[config.mk]
export PLATFORM = sky130hd
export DESIGN_NAME = seg_scan_mux
export DESIGN_NICKNAME = d
export VERILOG_FILES = /design/src/rtl/seg_pkg.sv /design/src/rtl/seg_font_dec.sv /design/src/rtl/seg_scan_mux.sv
export SDC_FILE = /design/constraint.sdc
export NUM_CORES = 1
export LEC_CHECK = 0
export ABC_AREA = 0
export CAP_MARGIN = 30
export CORE_ASPECT_RATIO = 0.6
export CORE_MARGIN = 2
export CORE_UTILIZATION = 35
export CTS_CLUSTER_DIAMETER = 60
export DETAILED_ROUTE_END_ITERATION = 12
export DONT_BUFFER_PORTS = 1
export PLACE_DENSITY = 0.58
export SYNTH_ARGS = -nofsm -noshare
export SYNTH_HDL_FRONTEND = slang
export SYNTH_SLANG_ARGS = --single-unit
export TNS_END_PERCENT = 10
[constraint.sdc]
create_clock -name clk -period 8.2 [get_ports clk]
set_input_delay 0.82 -clock clk [delete_from_list [all_inputs] [get_ports clk]]
set_output_delay 0.82 -clock clk [all_outputs]
set_load 0.02 [all_outputs]
[src/rtl/seg_pkg.sv]
// Shared constants for the seven-segment scanner: hex font, dark pattern and
// the all-digits-off common-line value.
package seg_pkg;

  // Segment pattern for a digit that must show nothing (dp included).
  localparam logic [7:0] SEG_OFF = 8'h00;

  // Common lines are active-low; all ones deselects every digit. The scanner
  // slices the low NUM_DIGITS bits.
  localparam logic [7:0] COM_ALL_OFF = 8'hFF;

  // Full hex font, bit order {dp,g,f,e,d,c,b,a}; bit 7 is kept clear here and
  // filled from the per-digit decimal point.
  localparam logic [7:0] SEG_FONT [16] = '{
    8'h3F, 8'h06, 8'h5B, 8'h4F, 8'h66, 8'h6D, 8'h7D, 8'h07,
    8'h7F, 8'h6F, 8'h77, 8'h7C, 8'h39, 8'h5E, 8'h79, 8'h71
  };

endpackage

[src/rtl/seg_font_dec.sv]
// Combinational digit decoder: 4-bit code plus decimal point to segment
// pattern, forced fully dark (dp included) when dark_i is set.
module seg_font_dec
  import seg_pkg::*;
(
  input  logic [3:0] code_i,
  input  logic       dp_i,
  input  logic       dark_i,
  output logic [7:0] seg_o
);

  // Font lookup with dark override.
  always_comb begin
    seg_o = SEG_OFF;
    if (!dark_i) begin
      seg_o = {dp_i, SEG_FONT[code_i][6:0]};
    end
  end

endmodule

[src/rtl/seg_scan_mux.sv]
// Multiplexed seven-segment scanner with double-buffered display data.
//
// Scanning: a prescaler produces one tick every SCAN_DIV cycles; each tick
// registers the segments of the current index onto the pins and steps the
// index from NUM_DIGITS-1 down to 0. The tick at index 0 ends the frame.
//
// Update strobe: upd_req is a single-cycle strobe with no back-pressure. On
// the cycle it is high, all four input buses are captured into the shadow
// registers and upd_pending is set. The shadow is copied to the active
// registers on the next frame end, so a frame never mixes old and new data.
// A newer strobe simply overwrites the shadow (latest wins).
//
// Optional feature macro: SEG_SCAN_BLINK_EN enables blink_mask, the frame
// counter and the blink phase. Without it blink_mask is ignored.
module seg_scan_mux
  import seg_pkg::*;
#(
  parameter int NUM_DIGITS   = 6,
  parameter int SCAN_DIV     = 4,
  parameter int BLINK_FRAMES = 64
) (
  input  logic                    clk,
  input  logic                    rst,
  input  logic [4*NUM_DIGITS-1:0] digits_in,
  input  logic [NUM_DIGITS-1:0]   dp_in,
  input  logic [NUM_DIGITS-1:0]   blank_in,
  input  logic [NUM_DIGITS-1:0]   blink_mask,
  input  logic                    upd_req,
  output logic                    upd_pending,
  output logic                    frame_done,
  output logic [NUM_DIGITS-1:0]   seg_com,
  output logic [7:0]              seg_data
);

  localparam int PRE_W = $clog2(SCAN_DIV);
  localparam int IDX_W = (NUM_DIGITS > 1) ? $clog2(NUM_DIGITS) : 1;
  localparam logic [PRE_W-1:0]      PRE_LAST = PRE_W'(SCAN_DIV - 1);
  localparam logic [IDX_W-1:0]      IDX_LAST = IDX_W'(NUM_DIGITS - 1);
  localparam logic [NUM_DIGITS-1:0] COM_OFF  = COM_ALL_OFF[NUM_DIGITS-1:0];
  localparam logic [NUM_DIGITS-1:0] COM_ONE  = NUM_DIGITS'(1);

  logic [PRE_W-1:0]        presc_q, presc_d;
  logic [IDX_W-1:0]        idx_q, idx_d;
  logic [4*NUM_DIGITS-1:0] sh_dig_q, sh_dig_d, act_dig_q, act_dig_d;
  logic [NUM_DIGITS-1:0]   sh_dp_q, sh_dp_d, act_dp_q, act_dp_d;
  logic [NUM_DIGITS-1:0]   sh_blank_q, sh_blank_d, act_blank_q, act_blank_d;
  logic                    pend_q, pend_d;
  logic [NUM_DIGITS-1:0]   com_q, com_d;
  logic [7:0]              data_q, data_d;
  logic                    tick, frame_end, commit;
  logic [3:0]              cur_code;
  logic                    cur_dp, dark, blink_dark;
  logic [7:0]              dec_seg;

  assign tick      = (presc_q == PRE_LAST);
  assign frame_end = tick && (idx_q == '0);
  assign commit    = frame_end && pend_q;

  // Prescaler and scan index stepping.
  always_comb begin
    presc_d = tick ? '0 : presc_q + 1'b1;
    idx_d   = idx_q;
    if (tick) begin
      idx_d = (idx_q == '0) ? IDX_LAST : idx_q - 1'b1;
    end
  end

  // Shadow capture on strobe, shadow-to-active copy at frame end. A strobe on
  // the frame-end cycle commits the old shadow and keeps the new one pending.
  always_comb begin
    sh_dig_d    = upd_req ? digits_in : sh_dig_q;
    sh_dp_d     = upd_req ? dp_in     : sh_dp_q;
    sh_blank_d  = upd_req ? blank_in  : sh_blank_q;
    act_dig_d   = commit ? sh_dig_q   : act_dig_q;
    act_dp_d    = commit ? sh_dp_q    : act_dp_q;
    act_blank_d = commit ? sh_blank_q : act_blank_q;
    pend_d      = upd_req | (pend_q & ~frame_end);
  end

`ifdef SEG_SCAN_BLINK_EN
  localparam int FC_W = (BLINK_FRAMES > 1) ? $clog2(BLINK_FRAMES) : 1;
  localparam logic [FC_W-1:0] FC_LAST = FC_W'(BLINK_FRAMES - 1);

  logic [NUM_DIGITS-1:0] sh_blink_q, sh_blink_d, act_blink_q, act_blink_d;
  logic [FC_W-1:0]       fc_q, fc_d;
  logic                  phase_q, phase_d;

  // Blink mask buffering plus frame counter that flips the phase every
  // BLINK_FRAMES frame ends.
  always_comb begin
    sh_blink_d  = upd_req ? blink_mask : sh_blink_q;
    act_blink_d = commit ? sh_blink_q : act_blink_q;
    fc_d        = fc_q;
    phase_d     = phase_q;
    if (frame_end) begin
      if (fc_q == FC_LAST) begin
        fc_d    = '0;
        phase_d = ~phase_q;
      end else begin
        fc_d = fc_q + 1'b1;
      end
    end
  end

  // Blink state registers.
  always_ff @(posedge clk or posedge rst) begin
    if (rst) begin
      sh_blink_q  <= '0;
      act_blink_q <= '0;
      fc_q        <= '0;
      phase_q     <= 1'b0;
    end else begin
      sh_blink_q  <= sh_blink_d;
      act_blink_q <= act_blink_d;
      fc_q        <= fc_d;
      phase_q     <= phase_d;
    end
  end

  assign blink_dark = phase_q & act_blink_q[idx_q];
`else
  logic unused_blink;
  assign unused_blink = ^{blink_mask, BLINK_FRAMES[0]};
  assign blink_dark   = 1'b0;
`endif

  assign cur_code = act_dig_q[4*idx_q +: 4];
  assign cur_dp   = act_dp_q[idx_q];
  assign dark     = act_blank_q[idx_q] | blink_dark;

  seg_font_dec u_font_dec (
    .code_i (cur_code),
    .dp_i   (cur_dp),
    .dark_i (dark),
    .seg_o  (dec_seg)
  );

  // Pin registers load the current slot on each tick and hold otherwise.
  always_comb begin
    com_d  = com_q;
    data_d = data_q;
    if (tick) begin
      com_d  = ~(COM_ONE << idx_q);
      data_d = dec_seg;
    end
  end

  // Scanner, buffer and pin state registers.
  always_ff @(posedge clk or posedge rst) begin
    if (rst) begin
      presc_q     <= '0;
      idx_q       <= IDX_LAST;
      sh_dig_q    <= '0;
      sh_dp_q     <= '0;
      sh_blank_q  <= '0;
      act_dig_q   <= '0;
      act_dp_q    <= '0;
      act_blank_q <= '0;
      pend_q      <= 1'b0;
      com_q       <= COM_OFF;
      data_q      <= SEG_OFF;
    end else begin
      presc_q     <= presc_d;
      idx_q       <= idx_d;
      sh_dig_q    <= sh_dig_d;
      sh_dp_q     <= sh_dp_d;
      sh_blank_q  <= sh_blank_d;
      act_dig_q   <= act_dig_d;
      act_dp_q    <= act_dp_d;
      act_blank_q <= act_blank_d;
      pend_q      <= pend_d;
      com_q       <= com_d;
      data_q      <= data_d;
    end
  end

  assign upd_pending = pend_q;
  assign frame_done  = frame_end;
  assign seg_com     = com_q;
  assign seg_data    = data_q;

endmodule

======== Word-level counts from Yosys, hierarchy flattened ========
Memory sizes are Yosys's and may differ from the RTL's.
Cells that the tools add are included.
storage, ports and cells
  input bits .............................. 45
  bits in read-only memories .............. 128
  output and inout port bits .............. 16
  word-level logic and storage cells ...... 36
  bits in registers ....................... 92
  memories kept ........................... 1
memories
  memory            words  width  read ports  clocked after Yosys merged registers in  wr ports  RTL line            RTL
  (name not given)  16     8      1           0                                        0         seg_font_dec.sv:16  seg_o = {dp_i, SEG_FONT[code_i][6:0]};
cells by class
  add/subtract/negate cells ............... 2
  $lt $le $gt $ge ......................... 2
  reductions and logical operators ........ 3
  bitwise logic cells ..................... 5
  equality and inequality tests ........... 1
  shifts and indexed selects .............. 2
  multiplexer cells ....................... 9
operator list
  kind                   count
  $shiftx A24 B6 Y4      1
  $mux W7                2
  $mux W8                1
  $bmux W1 S3            2
  $not A6 Y6             1
  $shl A1 B3 Y6 const A  1
  $ge A5 B5 Y1 const B   1
  $not A4 Y5             1
  $lt A3 B4 Y1 const B   1
  $logic_not A3 Y1       1
  $mux W3                1
  $sub A3 B1 Y3 const B  1
  $add A2 B1 Y2 const B  1
  $eq A2 B2 Y1 const B   1
  $logic_and A1 B1 Y1    2
  $mux W1                2
  $mux W2                1
  $and A1 B1 Y1          1
  $not A1 Y1             1
  $or A1 B1 Y1           1

======== Longest topological paths before layout ========
Gate-level depths: netlist of the first run.
  depth after elaboration ................. 6
  gate-level depth with buffers ........... 10
  gate-level depth less buffers ........... 8

======== Cells and area by module ========
A second synthesis of the first run with hierarchy kept.
unflattened totals
  cell total of the unflattened synthesis .. 282
  area total of the unflattened synthesis .. 4149.0 µm²
by module, submodules not included
  module        area an instance (µm²)  seq. area each (µm²)  times used  cells each
  seg_scan_mux  3871.2                  2312.2                1           244
  seg_font_dec  277.8                   0.0                   1           38

======== Least setup slack after synthesis of the first run ========
No wires, ideal clock.
  path kind ............................... reg2reg
  from .................................... register idx_q[0]
  to ...................................... register data_q[4] (netlist: seg_data[4])
  buffers on the path ..................... 1
  data arrival time ....................... 2.104 ns
  data required time ...................... 8.099 ns
  library setup time ...................... 0.101 ns
  setup slack ............................. 5.995 ns
  period minus slack after synthesis ...... 2.205 ns
  stages on the path, launching flop included .. 9
  cells stage by stage .................... dfstp_2 -> buf_6 -> mux4_2 -> a21oi_2 -> inv_2 -> ha_1 -> a21oi_1 -> a211oi_1 -> o32ai_1
on the way
  longest elaborated chain between the ends .. 6
  elaborated cells between the ends (all ways) .. 8
  classes of those cells .................. shift: 1; mux: 5; bitwise: 1; memory: 1
RTL lines
  element                                     RTL line             RTL
  start, declared                             seg_scan_mux.sv:43   logic [IDX_W-1:0] idx_q, idx_d;
  start signal, assigned                      seg_scan_mux.sv:164  idx_q <= idx_d;
  $shiftx A24 B6 Y4                           seg_scan_mux.sv:127  assign cur_code = act_dig_q[4*idx_q +: 4];
  $not A4 Y5 (not written as such)            seg_font_dec.sv:16
  $mem_v2 Z16 W8                              -
  $mux W7 (not written as such) (2 in a row)  seg_font_dec.sv:16
  $mux W8 *                                   seg_font_dec.sv:15   if (!dark_i) begin
  end signal, assigned                        seg_scan_mux.sv:173  data_q <= data_d;
  end, declared                               seg_scan_mux.sv:49   logic [7:0] data_q, data_d;
Every way passes the cells marked *; elsewhere a longest branch is shown, timed or not. The select of a mux whose other input is x is not followed.
A chain may end at the register's enable or synchronous reset.

======== Final worst setup path of the first run ========
  from .................................... register presc_q[0]
  to ...................................... output frame_done
on the way
  longest elaborated chain between the ends .. 2
RTL lines
  element                 RTL line             RTL
  start, declared         seg_scan_mux.sv:42   logic [PRE_W-1:0] presc_q, presc_d;
  start signal, assigned  seg_scan_mux.sv:163  presc_q <= presc_d;
  $eq A2 B2 Y1            seg_scan_mux.sv:55   assign tick = (presc_q == PRE_LAST);
  $logic_and A1 B1 Y1     seg_scan_mux.sv:56   assign frame_end = tick && (idx_q == '0);
  end, declared           seg_scan_mux.sv:30   output logic frame_done,
Every way passes these cells.

==> results.md, run 1 <==
- GPL Wtd Cong: 0.861
- Internal Power: 804 uW
- Layout area overhead: 9.78%
- Setup tns final: 0 ns
- Total CTS buffers: 9
- Leak: 1.97 nW
- Fmax: 350 MHz
- Detail Placement HPWL: 5.55 mm
- Async S/R FF share, synth: 1.00
- CTS resizes: 0
- Crit-path cells: ha_1 -> nand2b_4 -> or3_4 -> clkinv_2
- Synth Cell Area: 4190 um2
- Synth warn: 0
- Initial antenna violation count: 1
- Die area: 12,900 um2
- Synth Flop Type: dfrtp_1
- Antenna Nets Post-Route: 0
- DR vias/cell: 5.00
- PD cells: 227 nW/um2
- Sequential fraction of the synthesis area: 0.552
- Final hold viol count: 0
- RSZ-0062 raised after global routing: no
- Final net count: 339
- CP Capture Type: output pin
- Cells after Synth: 292
- #FFs+latches synth: 92
- Iteration-0 DRC Markers: 170
- CP Launch Type: flip-flop
- Die span in x: 145 um
- Leading area contributor after synthesis: dfrtp_1
- Initial Util: 0.364
- Worst EP required: 7.38 ns
- CP max stage cell: ha_1
- Syn Area/Cell: 14.3 um2
- Slowest stage delay, CP: 0.71 ns
- Power Total: 1.04 mW
- Hold Slack: 0.253 ns
- # IOs: 61
- Slew Viols, Final: 0
- Clk_lat worst skew: 0.34 ns
- CTS Hold Bufs: 0
- H-tree Lvls: 3
- Detailed-route via count: 2,270
- Clock-pin slew on the worst setup and hold paths: 0.06 ns
- Crit path DAT: 2.04 ns
- Reg-to-Reg Start: idx_q[0]$_DFFE_PP1N_
- Setup Fix Bufs, Post-CTS: 0
- Crit Path Class: flip-flop to output pin
- Sw Ratio: 0.230
- Flop pwr share: 0.506
- Drt wl/cell: 17.2 um
- VDD IR-drop max: 0.0819 mV
- Root Driver: clkbuf_16
- GRT Total Usage: 0.132
- Total gr overflow: 0
- Rows: 30
- Fillers: 1,081
- First-pass GRT wire length: 12.9 mm
- Max_cap viols: 0
- DRC Markers: 0
- Slew HR: 0.434
- Layout cells sized above 1: 0.382
- Commonest non-fill, non-tap cell in the layout: dfrtp_1
- Status: finished, final reports clean
- Most frequent cells in the layout: 84 x dfrtp_1, 42 x mux2_2, 30 x mux2_4, 14 x mux2i_1, 10 x nor2_1
- Clock share of power: 0.403
- Drt first pass iters: 4
- Clock Skews: 0.00605 ns
- Final setup fails: 0
- Core area: 11,500 um2
- Total length of routed wires: 7.82 mm
- Switching power: 240 uW
- CTS sink count: 92
- Vias in the first global route: 2,373
- Net Count, Synth: 343
- Minimum setup slack among reg-to-reg paths: 5.41 ns
- Port bufs: 0
- FF-to-FF End: seg_data[4]$_DFFE_PP0N_
- Synth area leaders: dfrtp_1 50%, mux2_2 11%, mux2_4 11%
- Tmin final: 2.86 ns
- Combinational Power Share: 0.091
- Top-area cell type share of the netlist area: 0.502
- Library cells used by synthesis: 46
- Largest net degree at the start of global routing: 43
- CTS Buffer Depth: 2
- Post-route clock period utilization: 0.349
- Slew @ Worst Pin: 0.849 ns
- Crit Path Max Fanout: 21
- Number of synthesized flops with an enable pin: 0
- Hold crit path type: input port to asynchronous set/reset pin
- Reg2reg path depth: 7
- TritonCTS clock tree: done
- Die outline height: 88.7 um
[final cells by class]
class	instances	area, um2	share of cell area
tap	160	200	0.0436
multi-input combinational	172	1700	0.369
clock inverter	5	60.1	0.0131
timing repair buffer	2	27.5	0.00599
antenna	1	2.50	0.000545
inverter	11	43.8	0.00953
clock buffer	11	253	0.0550
sequential	92	2310	0.503
[Yosys cell counts, drive strengths merged (3+ instances only)]
library cell and instances:
o32a 3, mux2i 14, buf 10, nand2 7, nor3 6, o21ai 6
nor2 11, o32ai 5, inv 10, ha 6, o22ai 4, nand2b 4
dfstp 8, clkbuf 7, a21oi 8, dfrtp 84, mux2 72, or2 3
o22a 3
[sequential cells by signal (all words and copies together), names as in the netlist]
register / cells
idx_q: 3
seg_data: 8
seg_com: 6
presc_q: 2
sh_blank_q: 6
act_blank_q: 6
upd_pending: 1
act_dig_q: 24
act_dp_q: 6
sh_dp_q: 6
sh_dig_q: 24
[worst max-delay path, delay by kind of cell (launching register included)]
kind	cells	cell delay, ns
adders and majority gates	1	0.71
and+or+nand+nor	2	0.50
DFF	1	0.34
buffers and inverters	1	0.15
[power groups by stage]
stage | Sequential, mW | Clock (mW) | Combinational [mW]
finish | 0.529 | 0.421 | 0.0955
global route | 0.535 | 0.455 | 0.106
CTS | 0.530 | 0.433 | 0.0966
detailed placement | 0.538 | 0 | 0.0960
global placement | 0.537 | 0 | 0.0919
floorplan | 0.528 | 0 | 0.0831
[worst max-delay path by stage]
stage	startpoint	end	slack [ns]	depth (start not counted)
after CTS	presc_q[0]$_DFF_PP0_	frame_done	5.31	4
after global routing	presc_q[0]$_DFF_PP0_	frame_done	5.20	4
after floorplan	rst	act_blank_q[0]$_DFFE_PP0P_	5.00	1
final	presc_q[0]$_DFF_PP0_	frame_done	5.34	4
after detailed placement	idx_q[0]$_DFFE_PP1N_	seg_data[4]$_DFFE_PP0N_	5.44	7
after global placement	idx_q[0]$_DFFE_PP1N_	seg_data[4]$_DFFE_PP0N_	5.51	7
[through the flow]
| step | instances | cell area (um2) | worst slack, ns | utilization |
|---|---|---|---|---|
| after floorplan | 292 | 4190 | 5.00 | - |
| after global placement | 436 | 4260 | 5.51 | 0.371 |
| after detailed placement | 437 | 4280 | 5.44 | 0.373 |
| after CTS | 453 | 4590 | 5.31 | 0.400 |
| after global routing | 453 | 4590 | 5.20 | 0.400 |
| final | 454 | 4590 | 5.34 | 0.400 |
[kinds of logic (layout without fill, tap and decap cells)]
| logic type | count (synthesis) | in the layout | share of synthesized area |
|---|---|---|---|
| compound gates | 39 | 39 | 0.0679 |
| xor+xnor | 2 | 2 | 0.00419 |
| fa+ha+maj | 6 | 6 | 0.0179 |
| buf+inv | 28 | 29 | 0.0424 |
| flops | 92 | 92 | 0.552 |
| mux | 88 | 88 | 0.265 |
| other cells | 0 | 1 | 0 |
| simple gates | 37 | 37 | 0.0502 |
[metal layers]
metal  vias up  track usage  share of wire
met3         9       0.0686          0.084
li1       1048            -              -
met4         0       0.0321         0.0092
met2        70        0.181           0.40
met1      1143        0.185           0.50
met5         -            0              0
(Power assumes the default switching activity.)
==> run 2, diff against run 1 <==
--- a/config.mk
+++ b/config.mk
@@ -13,7 +13,7 @@
 export CTS_CLUSTER_DIAMETER = 60
 export DETAILED_ROUTE_END_ITERATION = 12
 export DONT_BUFFER_PORTS = 1
-export PLACE_DENSITY = 0.58
+export PLACE_DENSITY = 0.6
 export SYNTH_ARGS = -nofsm -noshare
 export SYNTH_HDL_FRONTEND = slang
 export SYNTH_SLANG_ARGS = --single-unit
==> constraint.sdc (replaced) <==
create_clock -name clk -period 2.55 [get_ports clk]
set_input_delay 0.255 -clock clk [delete_from_list [all_inputs] [get_ports clk]]
set_output_delay 0.255 -clock clk [all_outputs]
set_load 0.02 [all_outputs]
==> results.md, run 2 (synthesis results as in run 1) <==
- Internal Power: 2.46 mW (+210%)
- # IOs: 61 (unchanged)
- Final setup fails: 0 (unchanged)
- Leak: 1.99 nW (+1.0%)
- Crit Path Max Fanout: 17 (-19%)
- TritonCTS clock tree: done
- Drt first pass iters: 4 (unchanged)
- Slew HR: 0.442 (+0.00807)
- FF-to-FF End: seg_data[4]$_DFFE_PP0N_
- Clock Skews: 0.00583 ns (-0.000219 ns)
- Fmax: 422 MHz
- Core area: 11,500 um2 (unchanged)
- Slew Viols, Final: 0 (unchanged)
- Largest net degree at the start of global routing: 46 (+7.0%)
- Status: finished, final reports clean
- CTS sink count: 92 (unchanged)
- Pre-CTS setup slack: 0.191 ns (-5.25 ns)
- Rows: 30 (unchanged)
- CP max stage cell: dfstp_2
- Reg2reg path depth: 9 (+2)
- Iteration-0 DRC Markers: 146 (-14%)
- Slowest stage delay, CP: 0.54 ns (-0.17 ns)
- Total CTS buffers: 9 (unchanged)
- Root Driver: clkbuf_16
- DR vias/cell: 4.94 (-1.3%)
- Detail Placement HPWL: 5.82 mm (+4.8%)
- Combinational Power Share: 0.096 (+0.005)
- Layout area overhead: 10.5%
- Drt wl/cell: 17.7 um (+2.7%)
- Commonest non-fill, non-tap cell in the layout: dfrtp_1
- Die outline height: 88.7 um (unchanged)
- Hold worst-path end: sh_dig_q[20]$_DFFE_PP0P_
- Setup ws final: 0.181 ns (-5.16 ns)
- CP Capture Type: flip-flop
- Hold_sp: digits_in[20]
- Port bufs: 0 (unchanged)
- H-tree Lvls: 3 (unchanged)
- PD cells: 698 nW/um2 (+210%)
- Max_cap viols: 0 (unchanged)
- Die area: 12,900 um2 (unchanged)
- Detailed-route via count: 2,280 (+0.44%)
- Minimum setup slack among reg-to-reg paths: 0.18 ns (-5.23 ns)
- First-pass GRT wire length: 13.6 mm (+5.6%)
- Die span in x: 145 um (unchanged)
- CTS Buffer Depth: 2 (unchanged)
- Slew @ Worst Pin: 0.835 ns (-0.0139 ns)
- Setup tns final: 0 ns (unchanged)
- Crit Path Class: flip-flop to flip-flop
- Setup Fix Bufs, Post-CTS: 0 (unchanged)
- Total length of routed wires: 8.18 mm (+4.6%)
- Clock share of power: 0.376 (-0.027)
- CTS Hold Bufs: 2 (+2)
- DRC Markers: 0 (unchanged)
- GRT Total Usage: 0.141 (+0.00896)
- Total gr overflow: 0 (unchanged)
- Antenna Nets Post-Route: 0 (unchanged)
- Hold crit path type: input port to flip-flop
- Placed Area: 4330 um2 (+1.3%)
- Initial antenna violation count: 0 (-1)
- Sw Ratio: 0.239 (+0.00913)
- Crit-path cells: buf_4 -> mux2i_1 -> nor2_1 -> a21oi_2 -> inv_2 -> ha_1 -> a21oi_1 -> a211oi_1 -> o32ai_1
- Tmin final: 2.37 ns
- Final Cell Area: 4630 um2 (+0.68%)
- Worst EP required: 2.79 ns (-4.59 ns)
- VDD IR-drop max: 0.279 mV (+240%)
- Final net count: 348 (+2.7%)
- GPL Wtd Cong: 0.943 (+9.5%)
- Most frequent cells in the layout: 84 x dfrtp_1, 42 x mux2_2, 30 x mux2_4, 14 x mux2i_1, 10 x nor2_1
- Final hold viol count: 0 (unchanged)
- Clk_lat worst skew: 0.34 ns (about the same)
- Reg-to-Reg Start: idx_q[0]$_DFFE_PP1N_
- Vias in the first global route: 2,426 (+2.2%)
- Switching power: 772 uW (+220%)
- Flop pwr share: 0.528 (+0.022)
- CP Launch Type: flip-flop
- Hold depth: 1
- CTS resizes: 0 (unchanged)
- Crit path DAT: 2.61 ns (+0.57 ns)
- Clock-pin slew on the worst setup and hold paths: 0.06 ns (about the same)
- Initial Util: 0.364 (unchanged)
- Layout cells sized above 1: 0.389 (+0.00645)
- RSZ-0062 raised after global routing: no
- Post-route clock period utilization: 0.929
run 2: power groups by stage:
stage | logic, mW | registers [mW] | clock network [mW]
floorplan | 0.267 | 1.70 | 0
global placement | 0.298 | 1.73 | 0
detailed placement | 0.309 | 1.73 | 0
CTS | 0.315 | 1.71 | 1.26
global route | 0.344 | 1.72 | 1.33
finish | 0.310 | 1.70 | 1.21
run 2: stage by stage:
stage / util / cells / hold slack (ns) / power, mW
global placement: 0.377 / 444 / 0.319 / 2.03
finish: 0.403 / 462 / 0.0581 / 3.23
global route: 0.403 / 461 / 0.0374 / 3.40
floorplan: - / 292 / 0.403 / 1.96
detailed placement: 0.377 / 444 / 0.332 / 2.04
CTS: 0.403 / 461 / 0.0419 / 3.28
run 2: final cells by class:
class / count / area [um2]
Fill cell: 1092 / 6860
Sequential cell: 92 / 2310
Multi-Input combinational cell: 172 / 1700
Clock buffer: 11 / 243
Tap cell: 160 / 200
Timing Repair Buffer: 11 / 100
Inverter: 11 / 46.3
Clock inverter: 4 / 26.3
Antenna cell: 1 / 2.50
run 2: worst max-delay path by stage:
stage | from | end | slack, ns
2_1_floorplan | idx_q[0]$_DFFE_PP1N_ | seg_data[4]$_DFFE_PP0N_ | 0.34
3_3_place_gp | idx_q[0]$_DFFE_PP1N_ | seg_data[4]$_DFFE_PP0N_ | 0.28
3_5_place_dp | idx_q[0]$_DFFE_PP1N_ | seg_data[4]$_DFFE_PP0N_ | 0.19
4_1_cts | idx_q[0]$_DFFE_PP1N_ | seg_data[4]$_DFFE_PP0N_ | 0.17
5_1_grt | idx_q[0]$_DFFE_PP1N_ | seg_data[5]$_DFFE_PP0N_ | 0.02
6_report | idx_q[0]$_DFFE_PP1N_ | seg_data[4]$_DFFE_PP0N_ | 0.18
run 2: metal layers:
layer | vias up | share of wire | track usage
met5 | - | 0 | 0
met4 | 0 | 0.012 | 0.0481
met3 | 7 | 0.077 | 0.0696
met2 | 64 | 0.40 | 0.196
met1 | 1145 | 0.51 | 0.192
li1 | 1064 | - | -
run 2: worst max-delay path, delay by kind of cell, from the launching register on:
family	cells	cell delay, ns
buffers and inverters	2	0.36
AND/OR/NAND/NOR	1	0.07
AO/OA/AOI/OAI	4	0.78
flip-flops	1	0.54
adder cells (fa/ha/maj)	1	0.29
multiplexers	1	0.23
